File: config.mk
export PLATFORM = sky130hd
export DESIGN_NAME = sync_down_counter
export DESIGN_NICKNAME = d
export VERILOG_FILES = /design/src/rtl/sync_down_counter.sv
export SDC_FILE = /design/constraint.sdc
export NUM_CORES = 1
export LEC_CHECK = 0
export ABC_AREA = 1
export ABC_CLOCK_PERIOD_IN_PS = 1250
export BUFFER_PORTS_ARGS = -buffer_cell sky130_fd_sc_hd__clkbuf_2
export CORE_AREA = 2 2 39 41
export DETAILED_ROUTE_END_ITERATION = 10
export DIE_AREA = 0 0 41 43
export PLACE_DENSITY_LB_ADDON = 0.25
export SKIP_CTS_REPAIR_TIMING = 1
export SYNTH_ARGS = -nofsm -noshare
export SYNTH_HDL_FRONTEND = slang
export SYNTH_SLANG_ARGS = --single-unit
File: constraint.sdc
create_clock -name clk -period 1.25 [get_ports clk]
set_clock_uncertainty 0.05 [all_clocks]
set_input_delay 0.125 -clock clk [delete_from_list [all_inputs] [get_ports clk]]
set_output_delay 0.125 -clock clk [all_outputs]
set_load 0.005 [all_outputs]
File: src/rtl/sync_down_counter.sv
// Loadable, enable-gated down counter with an IDLE/RUN/DONE control FSM and a one-cycle borrow pulse.
// Define DOWN_CNT_RELOAD_EN to build a free-running reload divider instead of a one-shot timer.
module sync_down_counter #(
  parameter int              WIDTH   = 4,
  parameter logic [WIDTH-1:0] RST_VAL = {WIDTH{1'b1}}
) (
  input  logic             clk,
  input  logic             rst_n,
  input  logic             load,
  input  logic [WIDTH-1:0] load_val,
  input  logic             start,
  input  logic             en,
  output logic [WIDTH-1:0] count,
  output logic             zero,
  output logic             borrow,
  output logic             busy
);

  typedef enum logic [1:0] {
    IDLE = 2'd0,
    RUN  = 2'd1,
    DONE = 2'd2
  } state_t;

  state_t           state_reg, state_next;
  logic [WIDTH-1:0] count_reg, count_next;
  logic             borrow_reg, borrow_next;
  logic             busy_reg;

`ifdef DOWN_CNT_RELOAD_EN
  logic [WIDTH-1:0] reload_reg;

  always_ff @(posedge clk or negedge rst_n) begin
    if (!rst_n) begin
      reload_reg <= RST_VAL;
    end else if (load) begin
      reload_reg <= load_val;
    end
  end
`endif

  // load beats start beats en in every state
  always_comb begin
    state_next  = state_reg;
    count_next  = count_reg;
    borrow_next = 1'b0;
    if (load) begin
      count_next = load_val;
      state_next = IDLE;
    end else begin
      case (state_reg)
        IDLE: begin
          if (start) state_next = RUN;
        end
        RUN: begin
          if (en) begin
            if (count_reg == '0) begin
              borrow_next = 1'b1;
`ifdef DOWN_CNT_RELOAD_EN
              count_next  = reload_reg;
`else
              state_next  = DONE;
`endif
            end else begin
              count_next = count_reg - WIDTH'(1);
            end
          end
        end
        DONE: begin
          state_next = DONE;
        end
        default: begin
          state_next = IDLE;
        end
      endcase
    end
  end

  always_ff @(posedge clk or negedge rst_n) begin
    if (!rst_n) begin
      state_reg  <= IDLE;
      count_reg  <= RST_VAL;
      borrow_reg <= 1'b0;
      busy_reg   <= 1'b0;
    end else begin
      state_reg  <= state_next;
      count_reg  <= count_next;
      borrow_reg <= borrow_next;
      busy_reg   <= (state_next == RUN);
    end
  end

  assign count  = count_reg;
  assign zero   = (count_reg == '0);
  assign borrow = borrow_reg;
  assign busy   = busy_reg;

endmodule

==> flow_metrics.py, run 1 <==
metrics = {
    "cells_and_area": {
        "n_antenna_cell": 0,
        "seqCellArea_sq_um": 205,
        "fillers": 148,
        "drive_above_1_share": 0.476,
        "syn2layout_area_growth_pct": 53.0,
        "fin_nets": 93,
        "final_area_sq_um": 647,
        "final_core_util": 0.467,
        "multi_input_area_sq_um": 229,
        "largest_reg_flops": 4,
    },
    "placement": {
        "dp_slack_ns": -0.00246,
        "routabilityCongestion": 0.719,
        "port_buffers": 15,
        "placed_area_sq_um": 551,
        "hpwlAfterDp_um": 721,
    },
    "global_route": {
        "antenna_found_initial": 0,
        "grt_pass1_vias": 366,
        "grt_pass1_wl_um": 1510,
        "grt_max_degree": 9,
        "grt_overflow_total": 0,
        "track_usage": 0.131,
    },
    "routing": {
        "drt_iter0_markers": 10,
        "drc_errors": 0,
        "wl_um": 994,
        "firstDrtPassIters": 4,
        "avgViaCountPerCell": 4.56,
        "wl_per_cell_um": 10.1,
        "via_count": 447,
        "detail-route-antenna-nets": 0,
    },
    "critical_path": {
        "cp-endpoint": "zero",
        "reg2regPathDepth": 8,
        "cp.arrival_ns": 1.22,
        "path_max_fanout": 3,
        "ff2ff_setup_slack_ns": -0.11,
        "rr_startpoint": "count[1]$_DFFE_PN1P_",
        "critPathLaunch": "count[1]$_DFFE_PN1P_",
        "start_kind": "flip-flop",
        "worstSetupPathType": "flip-flop to output pin",
        "rr_endpoint": "count[2]$_DFFE_PN1P_",
        "critPathRequiredTime_ns": 1.08,
        "critPathCaptureType": "output pin",
    },
    "power": {
        "peakVddDrop_mv": 0.700,
        "p_leak_uw": 0.000341,
        "total_power_uw": 1140,
        "power_density_nw_per_um2": 1760,
    },
    "sta": {
        "min_period_ns": 1.40,
        "timing.final.crit_share": 1.12,
        "rsz0062_at_grt": "yes",
        "holdWs_ns": 0.116,
        "slew_violations": 0,
        "final-setup-viol-count": 7,
        "worst_pin_slew_ns": 0.235,
        "hold_viol": 0,
        "slew_headroom": 0.843,
        "max_freq_mhz": 715,
        "fin_ws_ns": -0.148,
    },
    "synth": {
        "yosys.area_share.xor_xnor": 0,
        "yosysSeqAreaShare": 0.485,
        "ys_ff_latch": 8,
        "synth_top_family_by_area": "simple AND/OR/NAND/NOR gates",
        "netlist_area_sq_um": 423,
        "synthAdderAreaFrac": 0.0296,
        "synth_compound_area_frac": 0.0799,
        "synthMuxAreaShare": 0,
        "avgSynthCellArea_sq_um": 7.55,
        "yosys_warnings": 0,
        "synth-simple-area-share": 0.325,
        "syn-instance-count": 56,
        "yosysUniqueCellTypes": 14,
        "syn-num-nets": 66,
    },
    "clocking": {
        "cts_buffer_depth": 2,
        "insertion_delay_ns": 0.26,
        "cts.clk_slew.worst_paths_ns": 0.06,
        "cts_sinks": 8,
        "cts_max_level": 1,
        "cts-root-buf": "clkbuf_4",
        "cts_buffers": 3,
        "cts_tree": "built",
    },
    "die": {
        "start_util": 0.306,
        "std_cell_rows": 14,
        "die_area_sq_um": 1760,
        "die_w_um": 41,
        "core-area_sq_um": 1380,
        "die_height_um": 43,
        "ios": 16,
    },
    "outcome": {
        "status": "finished with violations",
        "violations": "negative setup slack",
    },
    "flow_run": {
        "max_cap_viol_count": 0,
    },
    "hold_path": {
        "worst_hold_path_type": "primary input to flip-flop",
    },
}
## cells in the final DEF, fill, tap and decap left out
cell,Yosys,layout
nand2_1,18,16
clkbuf_2,0,14
clkbuf_4,0,3
nand2_4,0,2
nor2_4,0,1
o21ai_1,0,3
dfstp_2,4,4
nor2_1,7,5
inv_1,7,5
nand3_1,3,3
dlygate4sd3_1,0,1
nand3b_1,1,1
dfrtp_1,4,4
o32ai_1,1,1
buf_4,0,6
nand3_4,0,1
inv_2,2,3
nor2_2,0,1
buf_2,0,1
o21ai_0,5,2
inv_4,0,1
nand2_2,1,1
nor3_1,1,1
clkbuf_1,0,1
ha_4,0,1
## worst min-delay path by stage
stage	from	end	cells past startpoint
3_3_place_gp	rst_n	borrow$_DFF_PN0_	1
4_1_cts	rst_n	borrow$_DFF_PN0_	1
5_1_grt	en	borrow$_DFF_PN0_	3
3_5_place_dp	rst_n	busy$_DFF_PN0_	1
6_report	en	borrow$_DFF_PN0_	3
2_1_floorplan	rst_n	borrow$_DFF_PN0_	0
## Yosys cell counts
master    count  area [sq um]
o21ai_0       5          25.0
dfrtp_1       4           100
dfstp_2       4           105
nand3_1       3          15.0
ha_1          1          12.5
nand3_2       1          10.0
inv_2         2          7.51
nand3b_1      1          7.51
inv_1         7          26.3
nand2_1      18          67.6
nor2_1        7          26.3
nor3_1        1          5.00
o32ai_1       1          8.76
nand2_2       1          6.26
## layer usage
metal	GRT usage	wire, um	vias to the layer above
li1	-	-	227
met3	0.0785	69	0
met2	0.181	488	16
met4	0.0400	0	0
met1	0.167	435	204
met5	0	0	-
## cells by family (layout without fill, tap and decap cells)
group,Yosys count,after routing
AND/OR/NAND/NOR,32,32
buffers and inverters,9,35
flip-flops,8,8
AO/OA/AOI/OAI,6,6
adder cells (fa/ha/maj),1,1
## metrics by stage
step                      cells  setup TNS [ns]
final                        98          -0.594
after global placement       91               0
after CTS                    95          -0.249
after floorplan              56               0
after detailed placement     91        -0.00366
after global routing         98          -0.967
## report_power, final
part | leakage (uW) | internal, uW | switching [uW]
combinational | 0.000231 | 257 | 263
clock | 0.0000150 | 122 | 92.5
sequential | 0.0000949 | 347 | 58.2
total | 0.000341 | 727 | 413
## worst max-delay path, cell delays in order, from the launching register on
cell and delay (ns):
dfstp_2 0.53, inv_2 0.05, ha_4 0.17, nand2_4 0.07, nor2_4 0.03, buf_2 0.12
## cell type report
| type | count | area share |
|---|---|---|
| clock buffers | 4 | 0.0406 |
| inverters | 9 | 0.0561 |
| multi-input cells | 39 | 0.354 |
| flip-flops and latches | 8 | 0.317 |
| well taps | 16 | 0.0309 |
| repair buffers | 22 | 0.201 |
Power figures use the tool's default switching activity.
==> inputs of run 2 (changes only) <==
==> constraint.sdc (replaced) <==
create_clock -name clk -period 1.25 [get_ports clk]
set_clock_uncertainty 0.05 [all_clocks]
set_input_delay 0.0625 -clock clk [delete_from_list [all_inputs] [get_ports clk]]
set_output_delay 0.0625 -clock clk [all_outputs]
set_load 0.005 [all_outputs]
==> run 2 against run 1 <==
  * The run still ends with negative setup slack left
  * First-iteration DRC count unchanged
  * Fmax rose by 5.0%
  * Setup slack improved by 0.067 ns
  * Via count shrank 3.1%
  * Critical path depth is the same
  * Design area is 3.1% lower
  * Core utilization decreased by 1.4 points
  * Largest power group unchanged
==> flow_metrics.py, run 2 (synthesis results as in run 1) <==
metrics = {
    "critical_path": {
        "path_buf_inv": 2,
        "rr_endpoint": "count[2]$_DFFE_PN1P_",
        "path_cells": "inv_2 > ha_4 > nand2_4 > nor2_4 > buf_2",
        "cp-endpoint": "zero",
        "crit_path_top_delay_cell": "dfstp_2",
        "critPathCaptureType": "output pin",
        "reg2regPathDepth": 9,
        "critPathRequiredTime_ns": 1.14,
        "cp.depth": 5,
        "worstSetupPathType": "flip-flop to output pin",
        "rr_startpoint": "count[1]$_DFFE_PN1P_",
        "path_max_fanout": 3,
        "start_kind": "flip-flop",
        "cp.arrival_ns": 1.22,
        "critPathMaxStageDelay_ns": 0.53,
        "ff2ff_setup_slack_ns": 0.02,
        "crit_family": "flip-flops",
        "critPathLaunch": "count[1]$_DFFE_PN1P_",
    },
    "die": {
        "std_cell_rows": 14,
        "core-area_sq_um": 1380,
        "die_area_sq_um": 1760,
        "ios": 16,
        "die_height_um": 43,
        "start_util": 0.306,
        "die_w_um": 41,
    },
    "sta": {
        "final-setup-viol-count": 1,
        "min_period_ns": 1.33,
        "slew_headroom": 0.841,
        "hold_viol": 0,
        "rsz0062_at_grt": "yes",
        "timing.final.crit_share": 1.07,
        "slew_violations": 0,
        "max_freq_mhz": 751,
        "fin_ws_ns": -0.0813,
        "worst_pin_slew_ns": 0.238,
        "setup_tns_ns": -0.0813,
    },
    "cells_and_area": {
        "mostFrequentLayoutCell": "nand2_1",
        "largest_reg_flops": 4,
        "n_antenna_cell": 0,
        "syn2layout_area_growth_pct": 48.2,
        "fin_nets": 92,
        "stdcell_count": 97,
        "final_cell_mix": "nand2_1 (17), clkbuf_2 (14), nor2_1 (6)",
        "fillers": 150,
        "drive_above_1_share": 0.444,
    },
    "routing": {
        "drt_iter0_markers": 10,
        "firstDrtPassIters": 4,
        "wl_um": 904,
        "detail-route-antenna-nets": 0,
        "avgViaCountPerCell": 4.46,
        "via_count": 433,
        "drc_errors": 0,
        "wl_per_cell_um": 9.32,
    },
    "outcome": {
        "violations": "negative setup slack",
        "status": "finished with violations",
    },
    "hold_path": {
        "min_path_cells": 4,
        "worst_hold_path_type": "primary input to flip-flop",
        "hp-start": "en",
    },
    "clocking": {
        "cts-root-buf": "clkbuf_4",
        "cts_tree": "built",
        "cts_sinks": 8,
        "insertion_delay_ns": 0.26,
        "cts.clk_slew.worst_paths_ns": 0.06,
        "cts_buffers": 3,
        "cts_max_level": 1,
        "cts_buffer_depth": 2,
    },
    "power": {
        "peakVddDrop_mv": 0.707,
        "power_density_nw_per_um2": 1740,
        "p_leak_uw": 0.000335,
        "total_power_uw": 1090,
    },
    "placement": {
        "port_buffers": 15,
        "place_inst": 91,
        "hpwlAfterDp_um": 721,
        "routabilityCongestion": 0.719,
    },
    "global_route": {
        "track_usage": 0.131,
        "grt_pass1_wl_um": 1510,
        "antenna_found_initial": 0,
        "grt_max_degree": 9,
        "grt_pass1_vias": 366,
        "grt_overflow_total": 0,
    },
    "flow_run": {
        "max_cap_viol_count": 0,
    },
}
run 2: worst min path at each step:
stage | slack (ns) | endpoint
2_1_floorplan | -0.28 | borrow$_DFF_PN0_
3_5_place_dp | -0.13 | busy$_DFF_PN0_
5_1_grt | 0.05 | borrow$_DFF_PN0_
4_1_cts | -0.41 | borrow$_DFF_PN0_
3_3_place_gp | -0.13 | borrow$_DFF_PN0_
6_report | 0.06 | state_reg[0]$_DFF_PN0_
run 2: tightest hold or removal path, cell delays in order:
cell and delay (ns):
clkbuf_2 0.09, nand3_1 0.07, nand2_1 0.06, inv_1 0.05
run 2: metal layers:
| metal | vias up | GRT usage | wire length, um |
|---|---|---|---|
| met5 | - | 0 | 0 |
| met4 | 0 | 0.0400 | 0 |
| met3 | 0 | 0.0785 | 68 |
| met2 | 16 | 0.181 | 406 |
| met1 | 191 | 0.167 | 430 |
| li1 | 226 | - | - |
run 2: through the flow:
stage	hold slack, ns	utilization	setup WS (ns)	instance area, sq um
after floorplan	-0.283	-	0.0143	425
after global placement	-0.126	0.398	0.00302	551
after detailed placement	-0.125	0.398	-0.00246	551
after CTS	-0.406	0.417	-0.146	577
after global routing	0.0543	0.453	-0.138	627
final	0.0560	0.453	-0.0813	627
run 2: final cells by class:
| type | instances | area, sq um | share of cell area |
|---|---|---|---|
| inverter | 9 | 36.3 | 0.0579 |
| multi-input combinational | 39 | 216 | 0.345 |
| clock buffer | 4 | 26.3 | 0.0419 |
| tap | 16 | 20.0 | 0.0319 |
| timing repair buffer | 21 | 123 | 0.196 |
| sequential | 8 | 205 | 0.327 |
run 2: where the power goes:
part	internal, uW	leakage, uW	switching (uW)	total [uW]
Combinational	236	0.000225	235	470
Sequential	347	0.0000949	57.7	405
Clock	122	0.0000150	92.4	215
Total	705	0.000335	385	1090
==> inputs of run 3 (changes only) <==
--- a/config.mk
+++ b/config.mk
@@ -8,9 +8,8 @@
 export ABC_AREA = 1
 export ABC_CLOCK_PERIOD_IN_PS = 1250
 export BUFFER_PORTS_ARGS = -buffer_cell sky130_fd_sc_hd__clkbuf_2
-export CORE_AREA = 2 2 39 41
+export CORE_UTILIZATION = 30
 export DETAILED_ROUTE_END_ITERATION = 10
-export DIE_AREA = 0 0 41 43
 export PLACE_DENSITY_LB_ADDON = 0.25
 export SKIP_CTS_REPAIR_TIMING = 1
 export SYNTH_ARGS = -nofsm -noshare
==> run 3 against run 2 <==
  * Combinational power hardly changed
  * Critical path type unchanged
  * First-iteration DRC count is 10% lower
  * The flow still finishes with violations (negative setup slack)
  * Sequential share of layout area is 0.065 points higher
  * Fmax is 1.2% lower
  * Sequential cell count stayed put
==> flow_metrics.py, run 3 (synthesis results as in run 1) <==
metrics = {
    "cells_and_area": {
        "multi_input_area_sq_um": 216,
        "fin_nets": 92,
        "largest_reg_flops": 4,
        "drive_above_1_share": 0.444,
        "final_cell_mix": "nand2_1 (17), clkbuf_2 (14), nor2_1 (6)",
        "seqCellArea_sq_um": 205,
        "final_core_util": 0.481,
        "fillers": 140,
        "syn2layout_area_growth_pct": 47.9,
        "mostFrequentLayoutCell": "nand2_1",
        "n_antenna_cell": 0,
        "final_area_sq_um": 626,
    },
    "outcome": {
        "violations": "negative setup slack",
        "status": "finished with violations",
    },
    "global_route": {
        "grt_overflow_total": 0,
        "grt_pass1_wl_um": 1550,
        "grt_pass1_vias": 379,
        "track_usage": 0.161,
        "grt_max_degree": 9,
        "antenna_found_initial": 0,
    },
    "routing": {
        "drc_errors": 0,
        "via_count": 418,
        "detail-route-antenna-nets": 0,
        "wl_um": 918,
        "drt_iter0_markers": 9,
        "firstDrtPassIters": 4,
        "wl_met3_um": 53,
        "routed.top_layer": "met3",
        "avgViaCountPerCell": 4.35,
        "m1WireLength_um": 462,
        "wl_per_cell_um": 9.56,
        "route.met2.wl_um": 402,
    },
    "sta": {
        "worst_pin_slew_ns": 0.211,
        "slew_violations": 0,
        "timing.final.crit_share": 1.08,
        "hold_viol": 0,
        "max_freq_mhz": 742,
        "rsz0062_at_grt": "yes",
        "min_period_ns": 1.35,
        "holdWs_ns": 0.0509,
        "final-setup-viol-count": 2,
        "slew_headroom": 0.859,
        "fin_ws_ns": -0.0977,
    },
    "placement": {
        "routabilityCongestion": 0.810,
        "dp_slack_ns": -0.0331,
        "port_buffers": 15,
        "hpwlAfterDp_um": 692,
        "placed_area_sq_um": 549,
    },
    "critical_path": {
        "cp.depth": 5,
        "critPathRequiredTime_ns": 1.14,
        "cp.arrival_ns": 1.24,
        "start_kind": "flip-flop",
        "crit_family": "flip-flops",
        "critPathCaptureType": "output pin",
        "path_buf_inv": 2,
        "critPathMaxStageDelay_ns": 0.54,
        "path_max_fanout": 3,
        "crit_path_top_delay_cell": "dfstp_2",
        "path_cells": "inv_2 > ha_4 > nand2_4 > nor2_4 > buf_2",
        "worstSetupPathType": "flip-flop to output pin",
        "reg2regPathDepth": 9,
    },
    "hold_path": {
        "min_path_cells": 3,
        "worst_hold_path_type": "primary input to flip-flop",
    },
    "clocking": {
        "cts-root-buf": "clkbuf_4",
        "insertion_delay_ns": 0.25,
        "cts.clk_slew.worst_paths_ns": 0.06,
        "cts_tree": "built",
        "cts_buffers": 3,
        "cts_sinks": 8,
        "cts_max_level": 1,
        "cts_buffer_depth": 2,
    },
    "die": {
        "die_height_um": 39.5,
        "die_w_um": 39.5,
        "core-area_sq_um": 1300,
        "std_cell_rows": 13,
        "die_area_sq_um": 1560,
        "ios": 16,
        "start_util": 0.325,
    },
    "flow_run": {
        "max_cap_viol_count": 0,
    },
    "power": {
        "peakVddDrop_mv": 0.808,
        "power_density_nw_per_um2": 1740,
        "p_leak_uw": 0.000335,
    },
}
run 3: cell counts in the layout (fill, tap and decap cells not counted):
No cell type changed its count.
run 3: cell type report:
cell class / instances / area share
multi-input combinational: 39 / 0.346
tap: 15 / 0.0300
inverter: 9 / 0.0580
timing repair buffer: 21 / 0.196
clock buffer: 4 / 0.0420
sequential: 8 / 0.328
run 3: final timing paths:
kind / end / slack, ns / startpoint
max: zero / -0.1 / count[0]$_DFFE_PN1P_
min: borrow$_DFF_PN0_ / 0.05 / en
max reg2reg: count[2]$_DFFE_PN1P_ / -0.05 / count[0]$_DFFE_PN1P_
min reg2reg: count[3]$_DFFE_PN1P_ / 0.47 / count[3]$_DFFE_PN1P_
max in group asynchronous: count[3]$_DFFE_PN1P_ / 0.77 / rst_n
min in group asynchronous: busy$_DFF_PN0_ / 0.13 / rst_n
run 3: power breakdown:
group | switching [uW] | total (uW) | internal (uW)
Clock | 92.2 | 215 | 122
Sequential | 56.3 | 403 | 347
Combinational | 238 | 472 | 234
Total | 386 | 1090 | 704
run 3: per-stage QoR:
stage          std cells  TNS [ns]  total power [uW]
6_report              96    -0.148              1090
5_1_grt               96    -0.421              1200
4_1_cts               94    -0.292               997
3_5_place_dp          90   -0.0519               776
3_3_place_gp          90   -0.0242               770
2_1_floorplan         56         0               603
run 3: routing by layer:
metal,global-route usage,up-vias
li1,-,226
met1,0.169,178
met2,0.254,14
met3,0.108,0
met4,0.0517,0
met5,0,-
run 3: tightest hold or removal path: cells and delay by family:
kind,cells,cell delay [ns]
buf+inv,1,0.09
simple gates,2,0.17
